`src/rtl/dac_sweep_sequencer.sv`:
```
// Pixel-to-DAC passthrough with a built-in calibration staircase generator.
// Owns the three DAC codes while sweeping 0..2**CODE_W-1 on the selected channels.
module dac_sweep_sequencer #(
    parameter int unsigned CODE_W  = 8,
    parameter int unsigned DWELL_W = 8
) (
    input  logic               clk,
    input  logic               rst_n,
    input  logic               ena,
    input  logic               start,
    input  logic               abort,
    input  logic [1:0]         mode,
    input  logic [DWELL_W-1:0] dwell,
    input  logic [CODE_W-1:0]  pix_r,
    input  logic [CODE_W-1:0]  pix_g,
    input  logic [CODE_W-1:0]  pix_b,
    output logic [CODE_W-1:0]  dac_r,
    output logic [CODE_W-1:0]  dac_g,
    output logic [CODE_W-1:0]  dac_b,
    output logic               busy,
    output logic               done,
    output logic [CODE_W-1:0]  code
);

    localparam logic [1:0] ST_IDLE = 2'd0;
    localparam logic [1:0] ST_STEP = 2'd1;
    localparam logic [1:0] ST_FIN  = 2'd2;

    localparam logic [CODE_W-1:0] CODE_MAX = {CODE_W{1'b1}};

    localparam logic [1:0] MODE_RGB = 2'b00;
    localparam logic [1:0] MODE_R   = 2'b01;
    localparam logic [1:0] MODE_G   = 2'b10;
    localparam logic [1:0] MODE_B   = 2'b11;

    logic [1:0]         state_q, state_d;
    logic [1:0]         mode_q, mode_d;
    logic [DWELL_W-1:0] dwell_q, dwell_d;
    logic [DWELL_W-1:0] cnt_q, cnt_d;
    logic [CODE_W-1:0]  code_q, code_d;
    logic [CODE_W-1:0]  dac_r_q, dac_r_d;
    logic [CODE_W-1:0]  dac_g_q, dac_g_d;
    logic [CODE_W-1:0]  dac_b_q, dac_b_d;
    logic               busy_q, busy_d;
    logic               done_q, done_d;

    logic sel_r_c, sel_g_c, sel_b_c;

    // Channel selection from the latched mode, never the live input.
    always_comb begin
        sel_r_c = (mode_q == MODE_RGB) || (mode_q == MODE_R);
        sel_g_c = (mode_q == MODE_RGB) || (mode_q == MODE_G);
        sel_b_c = (mode_q == MODE_RGB) || (mode_q == MODE_B);
    end

    // Next-state and next-output logic; outputs default to zero.
    always_comb begin
        state_d = state_q;
        mode_d  = mode_q;
        dwell_d = dwell_q;
        cnt_d   = cnt_q;
        code_d  = '0;
        dac_r_d = '0;
        dac_g_d = '0;
        dac_b_d = '0;
        busy_d  = 1'b0;
        done_d  = 1'b0;

        if (!ena) begin
            state_d = ST_IDLE;
            cnt_d   = '0;
        end else begin
            case (state_q)
                ST_IDLE: begin
                    dac_r_d = pix_r;
                    dac_g_d = pix_g;
                    dac_b_d = pix_b;
                    if (start) begin
                        mode_d  = mode;
                        dwell_d = dwell;
                        cnt_d   = '0;
                        busy_d  = 1'b1;
                        dac_r_d = '0;
                        dac_g_d = '0;
                        dac_b_d = '0;
                        state_d = ST_STEP;
                    end
                end
                ST_STEP: begin
                    if (abort) begin
                        cnt_d   = '0;
                        state_d = ST_IDLE;
                    end else begin
                        busy_d = 1'b1;
                        code_d = code_q;
                        if (cnt_q == dwell_q) begin
                            cnt_d = '0;
                            if (code_q == CODE_MAX) begin
                                busy_d  = 1'b0;
                                done_d  = 1'b1;
                                code_d  = '0;
                                state_d = ST_FIN;
                            end else begin
                                code_d = code_q + CODE_W'(1);
                            end
                        end else begin
                            cnt_d = cnt_q + DWELL_W'(1);
                        end
                        if (busy_d) begin
                            dac_r_d = sel_r_c ? code_d : '0;
                            dac_g_d = sel_g_c ? code_d : '0;
                            dac_b_d = sel_b_c ? code_d : '0;
                        end
                    end
                end
                ST_FIN: begin
                    // Resume passthrough so the first IDLE cycle already shows live pixels.
                    dac_r_d = pix_r;
                    dac_g_d = pix_g;
                    dac_b_d = pix_b;
                    state_d = ST_IDLE;
                end
                default: begin
                    state_d = ST_IDLE;
                end
            endcase
        end
    end

    always_ff @(posedge clk or negedge rst_n) begin
        if (!rst_n) begin
            state_q <= ST_IDLE;
            mode_q  <= '0;
            dwell_q <= '0;
            cnt_q   <= '0;
            code_q  <= '0;
            dac_r_q <= '0;
            dac_g_q <= '0;
            dac_b_q <= '0;
            busy_q  <= 1'b0;
            done_q  <= 1'b0;
        end else begin
            state_q <= state_d;
            mode_q  <= mode_d;
            dwell_q <= dwell_d;
            cnt_q   <= cnt_d;
            code_q  <= code_d;
            dac_r_q <= dac_r_d;
            dac_g_q <= dac_g_d;
            dac_b_q <= dac_b_d;
            busy_q  <= busy_d;
            done_q  <= done_d;
        end
    end

    assign dac_r = dac_r_q;
    assign dac_g = dac_g_q;
    assign dac_b = dac_b_q;
    assign busy  = busy_q;
    assign done  = done_q;
    assign code  = code_q;

endmodule

```
`config.mk`:
```
export PLATFORM = sky130hd
export DESIGN_NAME = dac_sweep_sequencer
export DESIGN_NICKNAME = d
export VERILOG_FILES = /design/src/rtl/dac_sweep_sequencer.sv
export SDC_FILE = /design/constraint.sdc
export NUM_CORES = 1
export LEC_CHECK = 0
export CORE_ASPECT_RATIO = 0.5
export CORE_MARGIN = 3
export CORE_UTILIZATION = 50
export CTS_CLUSTER_SIZE = 20
export DETAILED_ROUTE_END_ITERATION = 16
export PLACE_DENSITY_LB_ADDON = 0.2
export SETUP_SLACK_MARGIN = 0.5
export SLEW_MARGIN = 20
export SYNTH_ARGS = -nofsm -noshare
export SYNTH_HDL_FRONTEND = slang
export SYNTH_SLANG_ARGS = --single-unit
```
`constraint.sdc`:
```
create_clock -name clk -period 3.4 [get_ports clk]
set_input_delay 0.68 -clock clk [delete_from_list [all_inputs] [get_ports clk]]
set_output_delay 0.68 -clock clk [all_outputs]
set_load 0.02 [all_outputs]
```
# Word level (Yosys, flattened, before mapping)
# Index checks and enable logic that the tools add are counted.
dict set report word_totals {
  n_memories 0
  inputBits 39
  word_cells 79
  latch_bits 0
  out_inout_bits 34
  rom_bits 0
  register_bits 54
  ramBits 0
}
dict set report classes {
  div_mod_pow 0
  n_shift 0
  n_mux 48
  eq_ne 11
  order_cmp 0
  reduce_logical 8
  bitwise_logic 0
  addsub 2
  multipliers 0
}
# op n
set op_table {}
lappend op_table {{$mux W8} 24}
lappend op_table {{$pmux W8 S3} 3}
lappend op_table {{$add A8 B1 Y8 const B} 2}
lappend op_table {{$pmux W8 S2} 1}
lappend op_table {{$mux W1} 13}
lappend op_table {{$mux W2} 5}
lappend op_table {{$eq A8 B8 Y1} 1}
lappend op_table {{$eq A8 B8 Y1 const B} 1}
lappend op_table {{$ne A4 B4 Y1 const B} 2}
lappend op_table {{$eq A2 B2 Y1 const B} 3}
lappend op_table {{$reduce_and A3 Y1} 2}
lappend op_table {{$eq A2 B1 Y1 const B} 2}
lappend op_table {{$logic_not A2 Y1} 2}
lappend op_table {{$pmux W2 S2} 1}
lappend op_table {{$logic_or A1 B1 Y1} 3}
lappend op_table {{$ne A3 B1 Y1 const B} 1}
lappend op_table {{$ne A3 B3 Y1 const B} 1}
lappend op_table {{$pmux W1 S2} 1}
lappend op_table {{$reduce_and A2 Y1} 1}

# Logic depth before layout (Yosys ltp)
dict set report depth {
  word_depth 10
  depth_mapped 6
  ltp_nobuf 5
}

# Worst setup path after synthesis
# No wires, ideal clock.
dict set report synth_path {
  kind {input to register}
  startpoint {in start}
  endpoint {reg dwell_q[3]}
  arrival_time_ns 1.794
  cell_stages 5
  t_required_ns 3.275
  setup_time_ns 0.125
  path_buffers 2
  path_slack_ns 1.481
  path_cell_list {nor2b_1 -> and3b_1 -> clkbuf_1 -> clkbuf_1 -> mux2_2}
}
dict set report synth_between {
  elab_chain_cells 1
}
# item line_no
set synth_rtl {}
lappend synth_rtl {{from (decl)} 10} ;# input logic start,
lappend synth_rtl {{$reduce_and A3 Y1 (no source line)} --}
lappend synth_rtl {{to (signal assigned)} 145} ;# dwell_q <= dwell_d;
lappend synth_rtl {{to (decl)} 38} ;# logic [DWELL_W-1:0] dwell_q, dwell_d;
# Every way passes these cells.
# A chain may end at the register's enable or synchronous reset.

# Worst setup path in the final report
dict set report layout_path {
  startpoint {reg cnt_q[2]}
  endpoint {reg dac_g_q[7] (netlist: dac_g[7])}
}
dict set report layout_between {
  elab_chain_cells 9
  elab_cells_between_ends 11
  classes_between {eq/ne (1); mux (10)}
}
# item line_no
set layout_rtl {}
lappend layout_rtl {{from (decl)} 39} ;# logic [DWELL_W-1:0] cnt_q, cnt_d;
lappend layout_rtl {{from (signal assigned)} 146} ;# cnt_q <= cnt_d;
lappend layout_rtl {{$eq A8 B8 Y1 (*)} 96} ;# if (cnt_q == dwell_q) begin
lappend layout_rtl {{$mux W1} 96}
lappend layout_rtl {{$mux W1} 90} ;# if (abort) begin
lappend layout_rtl {{$mux W1} 73} ;# case (state_q)
lappend layout_rtl {{$mux W1} 69} ;# if (!ena) begin
lappend layout_rtl {{$mux W8 (*)} 109} ;# if (busy_d) begin
lappend layout_rtl {{$mux W8 (*)} 90}
lappend layout_rtl {{$pmux W8 S3 (*)} 73}
lappend layout_rtl {{$mux W8 (*)} 69}
lappend layout_rtl {{via dac_g_d[7]} 42} ;# logic [CODE_W-1:0] dac_g_q, dac_g_d;
lappend layout_rtl {{to (signal assigned)} 149} ;# dac_g_q <= dac_g_d;
lappend layout_rtl {{to (decl)} 42}
# The timed path passes the listed nets; every way through them passes the cells marked *. The select of a mux whose other input is x is not followed.

==> metrics.yaml <==
outcome: "finished clean"
cts_resized: 0
cts_sinks: 54
worstMarginPinSlew_ps: 895
cts-buffers-inserted: 5
track_usage: 0.211
count_of_synthesis_stage_warnings_from_yosys: 0
delay_of_the_slowest_cell_on_the_worst_path_ps: 610
synth-edff-count: 0
ant_nets: 0
critical_path_peak_fanout: 11
timing.final.crit_period_ps: 2290
clock_tree.buffer_depth: 2
flow.area_growth_from_synthesis_pct: 36.6
grt_antenna_before_repair: 0
regToRegSetupSlack_ps: 1110
capture_instance_of_the_worst_register_to_register_path: "dac_g[7]"
slew_margin_rel: 0.403
seq_area_frac_synth: 0.562
tritoncts: "done"
multiInputGateArea_sq_mm: 0.00101
syn_area_per_cell_sq_um: 11.0
synth_simple_gate_area_share: 0.158
total_leakage_power_nw: 1.38
dr_total_vias: 1918
drc: 0
setup_total_negative_slack_ps: 0
die-width_um: 104
post_cts.repair.setup_buffers: 0
synth_compound_area_frac: 0.134
number_of_levels_in_the_clock_h_tree: 2
worst_ir_drop_vdd_v: 0.000251
final_layout_size_suffix_gt1_frac: 0.0986
max_clock_freq_ghz: 0.436
holdBufCountCts: 0
dieHeight_um: 55.1
number_of_global_route_vias_before_repair: 1856
critical_path.endpoint_type: "flop"
timing_max_transition_violations_final: 0
worst-endpoint-required_ps: 3650
grt_start_max_net_pins: 41
routabilityCongestion: 0.842
synth-async-reset-ratio: 1.00
wl_um: 5830
design.die.area_sq_mm: 0.00573
synth_adder_area_share: 0.0260
dp_hpwl_um: 4320
layout.nets: 338
nFillCells: 337
synth_cell_types: 41
detailedRoute.firstPassIterationCount: 4
ctsRootBufferMaster: "clkbuf_8"
post_drt_via_cell_ratio: 5.33
setup_repair_after_global_routing_missed_its_margin: "false"
starting_density_of_the_core: 0.534
first_pass_grt_wire_length_um: 9160
synth_top_family_by_area: "simple AND/OR/NAND/NOR gates"
min-delay-path-class: "in -> async"
clkTransAtPathRegs_ps: 90
initialDrtViolationCount: 152
fp-row-count: 17
synthCells: 218
setup_violations: 0
worst_path_max_delay_cell: "o41a_2"
cpLargestDelayFamily: "simple AND/OR/NAND/NOR gates"
clock_skew_ps: 11.4
ioPinCount: 73
timing.final.hold_violations: 0
register_area_sq_mm: 0.00135
power-per-cell-area_mw_per_mm2: 383
yosys_register_bits: 54
setup.worst_path.start_class: "flop"
clock_latency_ps: 320
proportion_of_synthesized_area_in_mux_cells: 0.0463
postSynth.topFlopCell: "dfrtp_1"
synthesis.nets: 262
fp.coreArea_sq_mm: 0.00451
crit_chain: "xnor2_1 > nand4_2 > or2_1 > o41a_2 > o21ai_2"
grt_overflow: 0
synthXorXnorAreaFrac: 0.0546
timing.rr.start: "cnt_q[2]"
detail_route.wl_per_cell_um: 16.2
maxcap_viol_count: 0
worstPathArrival_ps: 2540
antenna_cells_inserted: 0
port_buffers: 72
critical_path_class: "reg -> reg"
whs_ps: 486
layout.cells.most_common_list: "clkdlybuf4s50_1 (71), dfrtp_1 (54), nand2_1 (29)"
ff2ff_path_depth: 5
period_share: 0.674
cp_num_buf_inv: 0
post_synth_instance_area_sq_mm: 0.00241
mostFrequentLayoutCell: "clkdlybuf4s50_1"
[synth_stat cells (2+ instances only)]
library cell / instances / area (sq um)
dfrtp_1: 54 / 1350
nand2_1: 29 / 109
o21ai_0: 24 / 120
xnor2_1: 13 / 114
nor2_1: 11 / 41.3
mux2_2: 9 / 101
a22o_1: 6 / 52.6
clkbuf_1: 6 / 22.5
ha_1: 5 / 62.6
nor3_1: 5 / 25.0
a31oi_1: 4 / 25.0
and2_1: 4 / 25.0
and3_1: 4 / 25.0
inv_1: 4 / 15.0
a21oi_1: 3 / 15.0
nand2b_1: 3 / 18.8
nand3_1: 3 / 15.0
o21ai_2: 3 / 26.3
nand4_1: 2 / 12.5
nand4_2: 2 / 25.0
nor3b_1: 2 / 15.0
nor4_1: 2 / 12.5
xor2_1: 2 / 17.5
[layer usage]
layer | up-vias | global-route usage | wire length [um]
li1 | 917 | - | -
met2 | 62 | 0.374 | 2750
met4 | 0 | 0.0751 | 82
met5 | - | 0 | 0
met1 | 928 | 0.260 | 2590
met3 | 11 | 0.0568 | 399
[layout make-up]
cell class                      count  area share
Sequential cell                    54       0.411
Multi-Input combinational cell    153       0.308
Timing Repair Buffer               76       0.227
Tap cell                           66      0.0251
Clock buffer                        6      0.0221
Inverter                            4     0.00457
Clock inverter                      1     0.00228
[where the power goes]
group	switching, mW	total, mW	internal, mW
registers	0.0236	0.702	0.678
logic	0.103	0.214	0.111
clock network	0.200	0.342	0.142
[how the worst max path moves through the flow]
stage / start / endpoint / slack [ps] / cells past startpoint
finish: cnt_q[2] / dac_g[7] / 1110 / 5
global route: ena / cnt_q[4] / 1010 / 5
CTS: cnt_q[2] / dac_g[7] / 1140 / 5
detailed placement: ena / cnt_q[4] / 890 / 5
global placement: ena / cnt_q[4] / 940 / 5
floorplan: start / dwell_q[3] / 1480 / 5
[stage by stage]
| stage | area, sq um | setup WS (ps) | instances | total power [mW] | util |
|---|---|---|---|---|---|
| 2_1_floorplan | 2410 | 1480 | 218 | 0.816 | - |
| 3_3_place_gp | 3210 | 939 | 353 | 0.919 | 0.711 |
| 3_5_place_dp | 3210 | 891 | 353 | 0.929 | 0.711 |
| 4_1_cts | 3290 | 1140 | 360 | 1.27 | 0.729 |
| 5_1_grt | 3290 | 1010 | 360 | 1.32 | 0.729 |
| 6_report | 3290 | 1110 | 360 | 1.26 | 0.729 |
[registers in the layout (all words and copies together) (netlist names)]
| name | count |
|---|---|
| dac_b | 8 |
| code | 8 |
| busy | 1 |
| mode_q | 2 |
| dwell_q | 8 |
| cnt_q | 8 |
| dac_r | 8 |
| dac_g | 8 |
| state_q | 2 |
| done | 1 |
[logic make-up (layout without fill, tap and decap cells)]
| family | after synthesis | after routing |
|---|---|---|
| xor gates and xnor gates | 15 | 15 |
| muxes | 10 | 10 |
| buffers and inverters | 11 | 87 |
| AOI/OAI and AO/OA | 49 | 49 |
| adders and majority gates | 5 | 5 |
| and+or+nand+nor | 74 | 74 |
| DFF | 54 | 54 |
(Power assumes the default switching activity.)
